$ cat src/rtl/ped_req_cond.sv
// Pedestrian request conditioner: synchronises and debounces the crossing button,
// holds a ped request until served, then blocks repeat presses for a hold-off window.
// Optional accepted-press counter is built only when PED_PRESS_COUNT_EN is defined.
`timescale 1ns/1ps
module ped_req_cond #(
  parameter int unsigned DB_CYCLES = 4,
  parameter int unsigned HOLDOFF   = 8
) (
  input  logic       clk,
  input  logic       rst,
  input  logic       btn_raw,
  input  logic       walk,
  output logic       ped,
  output logic       wait_lamp,
  output logic       btn_clean,
  output logic [7:0] press_cnt
);

  typedef enum logic [1:0] {IDLE, REQ, SERVE, HOLD} state_t;

  localparam logic [7:0] DB_LAST = 8'(DB_CYCLES - 1);
  localparam logic [7:0] HO_LAST = (HOLDOFF == 0) ? 8'd0 : 8'(HOLDOFF - 1);

  state_t     state, state_nxt;
  logic       s1, s2, btn_clean_d;
  logic [7:0] dc, hc;
  logic       press;

  // NOTE: sequential state uses non-blocking assignments so every flop samples pre-edge values.
  always_ff @(posedge clk or negedge rst) begin
    if (!rst) begin
      s1          <= 1'b0;
      s2          <= 1'b0;
      dc          <= '0;
      btn_clean   <= 1'b0;
      btn_clean_d <= 1'b0;
    end else begin
      s1          <= btn_raw;
      s2          <= s1;
      btn_clean_d <= btn_clean;
      if (s2 == btn_clean) begin
        dc <= '0;
      end else if (dc == DB_LAST) begin
        btn_clean <= s2;
        dc        <= '0;
      end else begin
        dc <= dc + 8'd1;
      end
    end
  end

  assign press = btn_clean & ~btn_clean_d;

  // NOTE: every always_comb output gets a default first so no path can infer a latch.
  always_comb begin
    state_nxt = state;
    case (state)
      IDLE:    if (press) state_nxt = REQ;
      REQ:     if (walk) state_nxt = SERVE;
      SERVE:   if (!walk) state_nxt = (HOLDOFF == 0) ? IDLE : HOLD;
      HOLD:    if (hc == HO_LAST) state_nxt = IDLE;
      default: state_nxt = IDLE;
    endcase
  end

  always_ff @(posedge clk or negedge rst) begin
    if (!rst) begin
      state     <= IDLE;
      hc        <= '0;
      ped       <= 1'b0;
      wait_lamp <= 1'b0;
    end else begin
      state     <= state_nxt;
      ped       <= (state_nxt == REQ);
      wait_lamp <= (state_nxt == REQ);
      // hc is parked at zero while serving so HOLD always starts a fresh count
      if (state == SERVE) begin
        hc <= '0;
      end else if (state == HOLD) begin
        hc <= hc + 8'd1;
      end
    end
  end

`ifdef PED_PRESS_COUNT_EN
  always_ff @(posedge clk or negedge rst) begin
    if (!rst) begin
      press_cnt <= '0;
    end else if (state == IDLE && state_nxt == REQ && press_cnt != 8'hFF) begin
      press_cnt <= press_cnt + 8'd1;
    end
  end
`else
  assign press_cnt = 8'd0;
`endif

endmodule

$ cat config.mk
export PLATFORM = sky130hd
export DESIGN_NAME = ped_req_cond
export DESIGN_NICKNAME = d
export VERILOG_FILES = /design/src/rtl/ped_req_cond.sv
export SDC_FILE = /design/constraint.sdc
export NUM_CORES = 1
export LEC_CHECK = 0
export ABC_CLOCK_PERIOD_IN_PS = 4100
export CORE_ASPECT_RATIO = 1.75
export CORE_UTILIZATION = 45
export DETAILED_ROUTE_END_ITERATION = 10
export PLACE_DENSITY = 0.63
export SLEW_MARGIN = 20
export SYNTH_ARGS = -nofsm -noshare
export SYNTH_HDL_FRONTEND = slang
export SYNTH_SLANG_ARGS = --single-unit
$ cat constraint.sdc
create_clock -name clk -period 4.1 [get_ports clk]
set_input_delay 1.025 -clock clk [delete_from_list [all_inputs] [get_ports clk]]
set_output_delay 1.025 -clock clk [all_outputs]
set_load 0.02 [all_outputs]
# Word-level counts from Yosys, hierarchy flattened
# Index checks and enable logic that the tools add are counted.
# Widths: inputs -> output; s select.
[classes] addsub=2 multipliers=0 div=0 magnitude_cmp=0 n_eq_ne=7 shifts=0 n_mux=9 bitwise_logic=3 reduce_logical=3
[ops] cell="$mux 8" count=4
[ops] cell="$add 8x1->8 const B" count=2
[ops] cell="$eq 8x2->1 const B" count=1
[ops] cell="$eq 8x3->1 const B" count=1
[ops] cell="$mux 2" count=4
[ops] cell="$pmux 2 s4" count=1
[ops] cell="$eq 2x1->1 const B" count=2
[ops] cell="$eq 2x2->1 const B" count=2
[ops] cell="$logic_not 2->1" count=1
[ops] cell="$not 1->1" count=2
[ops] cell="$reduce_and 2->1" count=1
[ops] cell="$reduce_bool 2->1" count=1
[ops] cell="$and 1x1->1" count=1
[ops] cell="$eq 1x1->1" count=1
[totals] ff_bits=23 latch_bits=0 ramBits=0 rom_bits=0 input_bits=4 mem_count=0

# Longest topological paths before layout
# Gate-level depths: netlist of the first run.
[depth] word_depth=5 mapped_depth=4 mapped_depth_nobuf=4

# Least setup slack after synthesis of the first run
# OpenSTA, ideal clock, no wires.
[synth_timing] path_type="register to output" startpoint="reg wait_lamp" endpoint="out wait_lamp" arrival_ps=613 required_ps=3075 path_slack_ps=2462 stages_incl_launch_ff=2 path_cell_list="dfrtp_1 -> buf_4"
[synth_lines] item="start, declared" line_no="14" text="output logic wait_lamp,"
[synth_lines] item="start signal, assigned" line_no="75" text="wait_lamp <= (state_nxt == REQ);"
# No word-level cell between the ends.

# Worst setup path in the final report of the first run
[layout_timing] startpoint="reg btn_clean" endpoint="out btn_clean"
[layout_lines] item="start, declared" line_no="15" text="output logic btn_clean,"
[layout_lines] item="start signal, assigned" line_no="35" text="btn_clean <= 1'b0;"
[layout_lines] item="start signal, assigned" line_no="44" text="btn_clean <= s2;"
# No word-level cell between the ends.

==> results of run 1 <==
## metrics by stage
stage / instances / utilization [%]
2_1_floorplan: 121 / -
3_3_place_gp: 141 / 48.1
3_5_place_dp: 141 / 48.1
4_1_cts: 145 / 50.0
5_1_grt: 145 / 49.8
6_report: 145 / 49.8
## placed cells by master (no fill, tap or decap), drive strengths merged, types with 4 or more instances in the layout
| master | Yosys | layout |
|---|---|---|
| inv | 7 | 7 |
| clkdlybuf4s50 | 0 | 5 |
| nand2 | 8 | 8 |
| conb | 1 | 8 |
| nor2 | 6 | 6 |
| a21oi | 5 | 5 |
| dfrtp | 23 | 23 |
| mux2i | 4 | 4 |
| nand3 | 12 | 12 |
## sequential cells by signal (all words and copies together) (netlist names)
register,cells
state,2
btn_clean,1
s1,1
btn_clean_d,1
hc,8
dc,8
s2,1
wait_lamp,1
## synthesized netlist by cell type, types with 2 or more instances
| cell type | n |
|---|---|
| dfrtp_1 | 23 |
| buf_4 | 12 |
| nand3_1 | 12 |
| nand2_1 | 8 |
| inv_1 | 7 |
| nor2_1 | 6 |
| a21oi_1 | 5 |
| mux2i_1 | 4 |
| o211ai_1 | 3 |
| o21ai_0 | 3 |
| o2bb2ai_1 | 3 |
| or3_1 | 3 |
| or4_1 | 3 |
| ha_1 | 2 |
| nand2b_1 | 2 |
| xnor2_1 | 2 |
| xor2_1 | 2 |
## per-layer routing
layer  global-route usage, %  up-vias  part of all wire [%]
met1                    19.1      397                    42
met3                    1.92        2                   1.3
met2                    27.7        4                    56
met5                       0        -                     0
li1                        -      394                     -
met4                    4.44        0                  0.66
## cells by family (layout without fill, tap and decap cells)
kind of cell,Yosys count,after routing,share of synthesized area [%]
buffers and inverters,19,17,9.94
other,1,8,0.320
DFF,23,23,49.1
muxes,5,5,4.38
adders and majority gates,3,3,2.99
and+or+nand+nor,42,42,20.7
AOI/OAI and AO/OA,17,17,9.51
xor gates and xnor gates,4,4,2.99
## cell type report
type                    count  area, um^2
clock buffers               3        41.3
clock inverters             1        5.00
fillers                   241        1250
inverters                   7        26.3
multi-input cells          79         505
flip-flops and latches     23         576
well taps                  26        32.5
repair buffers              6        55.1
## path summary, 6_finish.rpt
check / slack (ps) / startpoint / endpoint
min: 360 / s1 / s2
min in group asynchronous: 730 / rst / hc[6]
max reg2reg: 2590 / dc[0] / btn_clean
max: 1780 / btn_clean / btn_clean
max in group asynchronous: 3010 / rst / btn_clean_d
min reg2reg: 360 / s1 / s2
## power by group
| part | total, W | internal, W | leakage (nW) | switching (W) |
|---|---|---|---|---|
| clock network | 0.000138 | 0.0000677 | 0.0255 | 0.0000700 |
| registers | 0.000362 | 0.000283 | 0.294 | 0.0000793 |
| logic | 0.000229 | 0.000104 | 0.258 | 0.000125 |
==> impl_metrics.toml, run 1 <==
[status]
outcome = "finished, final reports clean"

[floorplanning]
io_pins = 15
initial_core_util_pct = 47.0
die_h_um = 69.5
die_w_um = 40.6
core-area_um2 = 2490
fp.dieArea_um2 = 2820
rows = 24

[synthesis]
synth_cell_types = 31
synth_top_area_share_pct = 49.1
synth_area_um2 = 1170
ys.flop_type = "dfrtp_1"
yosysSeqAreaShare_pct = 49.1
synth_area_per_cell_um2 = 10.3
netlist_instances = 114
synth_enable_flop_cells = 0
synth_warnings = 0
synthTopCellsByArea = "dfrtp_1, buf_4, nand3_1, mux2i_1, nand2_1"
synth_largest_area_cell = "dfrtp_1"
ys_async_sr_fraction_pct = 100
ys_ff_latch = 23

[routing]
drt_iter0_drc = 18
routed_via_density = 5.50
firstDrtPassIters = 4
vias = 797
avgRoutedWirePerCell_um = 13.6
drtAntennaViolNets = 0
drt_wl_total_mm = 1.97
drc = 0

[placement]
portBuffers = 6
dp_hpwl_mm = 1.46
place_ws_ps = 1760
place_congestion = 0.698
place_area_um2 = 1200

[timing]
layout_min_cycle_time_ps = 2320
tightest_slew_ps = 524
final_max_slew_viol_count = 0
hold_slack_ps = 360
maxSlewHeadroom_pct = 65.1
hold_violations = 0
fmax_mhz = 430
setup_viol = 0
finalCritPeriodShare_pct = 56.7
rsz0062_at_grt = "no"
worst_slack_ps = 1780
finalSetupTns_ps = 0
fin_skew_ps = 2.82

[worst_setup_path]
arrival_ps = 1300
crit_chain = "clkdlybuf4s50_1"
crit_type = "flop to output port"
start_kind = "flop"
cpPeakStageDelay_ps = 630
cp.required_ps = 3070
crit_path_end_kind = "output port"
path_buf_inv = 1
slowest_stage = "clkdlybuf4s50_1"
path_depth = 1
worstPathMaxFanout = 5
reg2regPathDepth = 4
crit_family = "buffers and inverters"

[grt]
grt_use_total_pct = 15.9
grt_pass1_wl_mm = 3.25
grt_max_degree = 24
overflow = 0
grt_antenna_before_repair = 0
grt_pass1_vias = 766

[cts]
cts_resized = 0
post-cts-setup-buffers = 0
cts.htree.levels = 1
worstSkewPairLatency_ps = 260
clock-root-buffer = "clkbuf_8"
hold_buffers = 0
cts_buffers = 3
tritoncts = "done"
clk_pin_slew_worst_paths_ps = 80
cts_buffer_depth = 2
clock-sinks = 23

[layout]
final_cell_area_um2 = 1240
drive_gt1_share_pct = 7.56
antennaDiodeCount = 0
final_net_count = 126
synthToLayoutAreaGrowth_pct = 5.98

[power]
leakage_nw = 0.578
irDropWorstVdd_uv = 252
power_density_nw_per_um2 = 587
power_w = 0.000729

[hold_path]
hold_depth = 0
hold_path_class = "flop to flop"

[job]
drv_cap = 0
Power figures use the tool's default switching activity.
==> run 2: changes to the inputs <==
Settings changed: ABC_CLOCK_PERIOD_IN_PS 4100 to 1900, PLACE_DENSITY 0.63 to 0.66.
Clock period 4.1 ns to 1.9 ns, I/O delays scaled along.
==> impl_metrics.toml, run 2 (synthesis gave the netlist of run 1 again) <==
[layout]
antennaDiodeCount = 0
drive_gt1_share_pct = 8.26
top_regs = "dc x8, hc x8, state x2"
layout_common_cells = "dfrtp_1, nand3_1, nand2_1, conb_1, inv_1"
instances_no_fill = 147
final_net_count = 128
mostFrequentLayoutCell = "dfrtp_1"
synthToLayoutAreaGrowth_pct = 7.69

[hold_path]
hold_path_class = "flop to flop"

[grt]
grt_antenna_before_repair = 0
overflow = 0
grt_pass1_vias = 791
grt_pass1_wl_mm = 3.17
grt_use_total_pct = 15.6
grt_max_degree = 24

[timing]
final_max_slew_viol_count = 0
finalSetupTns_ps = 0
setup_viol = 0
rsz0062_at_grt = "no"
layout_min_cycle_time_ps = 1770
fmax_mhz = 565
hold_slack_ps = 357
hold_violations = 0
fin_skew_ps = 1.90
finalCritPeriodShare_pct = 93.2

[cts]
cts_resized = 0
cts.htree.levels = 1
cts_buffers = 3
worstSkewPairLatency_ps = 260
tritoncts = "done"
clock-sinks = 23
post-cts-setup-buffers = 0
clock-root-buffer = "clkbuf_8"
clk_pin_slew_worst_paths_ps = 80
cts_buffer_depth = 2
hold_buffers = 0

[routing]
maxUsedRoutingLayer = "met4"
drtAntennaViolNets = 0
wl_met1_um = 746
routed_via_density = 5.48
firstDrtPassIters = 4
avgRoutedWirePerCell_um = 13.0
drc = 0
vias = 806
drt_iter0_drc = 14
dr_wl_met3_um = 38
wl_met2_mm = 1.11
drt_wl_total_mm = 1.91

[power]
irDropWorstVdd_uv = 708
leakage_nw = 0.587
power_w = 0.00158
power_density_nw_per_um2 = 1250

[floorplanning]
rows = 24
die_w_um = 40.6
die_h_um = 69.5
initial_core_util_pct = 47.0
fp.dieArea_um2 = 2820
io_pins = 15
core-area_um2 = 2490

[worst_setup_path]
crit_path_end_kind = "output port"
crit_family = "buffers and inverters"
start_kind = "flop"
slowest_stage = "clkdlybuf4s50_1"
path_buf_inv = 1
crit_chain = "clkdlybuf4s50_1"
arrival_ps = 1300
cpPeakStageDelay_ps = 620
cp.required_ps = 1420
crit_type = "flop to output port"
worstPathMaxFanout = 5

[status]
outcome = "finished, final reports clean"

[job]
drv_cap = 0

[placement]
place_congestion = 0.678
dp_hpwl_mm = 1.43
portBuffers = 6
dp_cells = 143
## run 2: final cells by class
cell class                 instances  area (um^2)
tap                               26         32.5
clock buffer                       3         41.3
sequential                        23          576
fill                             239         1230
multi-input combinational         79          505
clock inverter                     1         5.00
timing repair buffer               8         75.1
inverter                           7         26.3
## run 2: final timing paths
kind | start | endpoint | slack [ps] | cells past startpoint
max | btn_clean | btn_clean | 130 | 1
min | s1 | s2 | 360 | 0
max reg2reg | hc[5] | state[0] | 430 | 3
min reg2reg | s1 | s2 | 360 | 0
max in group asynchronous | rst | dc[3] | 1100 | 2
min in group asynchronous | rst | hc[6] | 570 | 2
## run 2: where the power goes
part / total [W] / internal (W) / switching, W
Sequential: 0.000770 / 0.000610 / 0.000160
Combinational: 0.000516 / 0.000235 / 0.000282
Clock: 0.000294 / 0.000146 / 0.000148
## run 2: metrics by stage
stage | utilization [%] | setup WS, ps | area (um^2)
6_report | 50.6 | 130 | 1260
5_1_grt | 50.6 | 73.7 | 1260
4_1_cts | 50.6 | 105 | 1260
3_5_place_dp | 48.7 | 402 | 1210
3_3_place_gp | 48.7 | 421 | 1210
2_1_floorplan | - | 572 | 1200
## run 2: metal layers
layer	track usage, %	vias to the layer above
met3	1.92	2
met5	0	-
li1	-	397
met1	16.5	397
met2	28.7	10
met4	4.44	0
==> run 3: changes to the inputs <==
Settings changed: RECOVER_POWER from default to 100, SLEW_MARGIN 20 to 30.
==> impl_metrics.toml, run 3 (synthesis gave the netlist of run 1 again) <==
[power]
netSwitchingPower_w = 0.000580
leakage_nw = 0.579
power_density_nw_per_um2 = 1260
combPwrFrac_pct = 32.2
p_seq_share_pct = 48.9
switching_share_pct = 37.1
irDropWorstVdd_uv = 709
power_w = 0.00156
p_int_w = 0.000982
pwr-share-clk_pct = 18.9

[timing]
tightest_slew_ps = 571
final_max_slew_viol_count = 0
maxSlewHeadroom_pct = 62.0
fin_skew_ps = 1.89
layout_min_cycle_time_ps = 1770
hold_violations = 0
finalCritPeriodShare_pct = 93.2
worst_slack_ps = 129
setup_viol = 0
fmax_mhz = 565
finalSetupTns_ps = 0
rsz0062_at_grt = "no"

[worst_setup_path]
crit_chain = "clkdlybuf4s50_1"
path_buf_inv = 1
crit_path_end_kind = "output port"
cpPeakStageDelay_ps = 620
crit_family = "buffers and inverters"
start_kind = "flop"
crit_type = "flop to output port"
arrival_ps = 1300
cp.required_ps = 1420
slowest_stage = "clkdlybuf4s50_1"
worstPathMaxFanout = 5

[routing]
drt_iter0_drc = 22
firstDrtPassIters = 4
drc = 0
avgRoutedWirePerCell_um = 13.0
vias = 812
drtAntennaViolNets = 0
routed_via_density = 5.52
drt_wl_total_mm = 1.91

[cts]
hold_buffers = 0
clock-root-buffer = "clkbuf_8"
clk_pin_slew_worst_paths_ps = 80
cts.htree.levels = 1
tritoncts = "done"
clock-sinks = 23
cts_buffers = 3
post-cts-setup-buffers = 0
cts_buffer_depth = 2
cts_resized = 0
worstSkewPairLatency_ps = 260

[placement]
place_area_um2 = 1210
place_congestion = 0.678
place_ws_ps = 402
portBuffers = 6
dp_hpwl_mm = 1.43

[floorplanning]
initial_core_util_pct = 47.0
core-area_um2 = 2490
fp.dieArea_um2 = 2820
die_w_um = 40.6
rows = 24
io_pins = 15
die_h_um = 69.5

[layout]
fin_util_pct = 49.7
mostFrequentLayoutCell = "dfrtp_1"
layout_common_cells = "dfrtp_1, nand3_1, nand2_1, conb_1, inv_1"
drive_gt1_share_pct = 5.79
final_net_count = 128
multi_input_area_um2 = 487
final_cell_area_um2 = 1240
nFillCells = 242
synthToLayoutAreaGrowth_pct = 5.88
antennaDiodeCount = 0
regArea_um2 = 576
top_regs = "dc x8, hc x8, state x2"

[grt]
grt_pass1_wl_mm = 3.17
grt_use_total_pct = 15.6
use_met1_pct = 16.5
grt_antenna_before_repair = 0
grt_pass1_vias = 791
overflow = 0
met2_usage_pct = 28.7
grt_max_degree = 24
grt-busiest-layer = "met2"
grtUsageMet3_pct = 1.92

[status]
outcome = "finished, final reports clean"

[job]
drv_cap = 0

[hold_path]
hold_path_class = "flop to flop"
-- run 3: changes by cell type in the layout (fill, tap and decap cells not counted) --
cell	change
buf_4	-1
nand4_2	-1
nor4_2	-1
dlygate4sd3_1	+5
nand4_1	+1
nor4_1	+1
nor4b_2	-1
clkdlybuf4s50_1	-5
nor4b_1	+1
clkbuf_2	+1
-- run 3: stage by stage --
step / hold slack, ps / cells
global placement: 335 / 143
global route: 365 / 147
finish: 357 / 147
detailed placement: 343 / 143
CTS: 362 / 147
floorplan: 179 / 121
-- run 3: worst paths after layout --
kind                       cells past startpoint        end  slack, ps  startpoint
min reg2reg                                    0         s2        360          s1
max in group asynchronous                      2      dc[3]        790         rst
min in group asynchronous                      2      hc[1]        730         rst
min                                            0         s2        360          s1
max                                            1  btn_clean        130   btn_clean
max reg2reg                                    4  btn_clean        310       dc[0]
-- run 3: layer usage --
metal  share of wire (%)  wire [um]
met3                 1.7         33
met4                0.73         14
met1                  39        751
met5                   0          0
met2                  58       1110
-- run 3: area by class of cell --
type / count / area share, %
Timing Repair Buffer: 8 / 5.85
Clock inverter: 1 / 0.404
Tap cell: 26 / 2.62
Sequential cell: 23 / 46.4
Clock buffer: 3 / 3.33
Inverter: 7 / 2.12
Multi-Input combinational cell: 79 / 39.3
-- run 3: power groups by stage --
stage,sequential [W],combinational [W],clock (W)
floorplan,0.000732,0.000451,0
global placement,0.000771,0.000507,0
detailed placement,0.000781,0.000524,0
CTS,0.000771,0.000526,0.000312
global route,0.000789,0.000561,0.000325
finish,0.000764,0.000503,0.000295
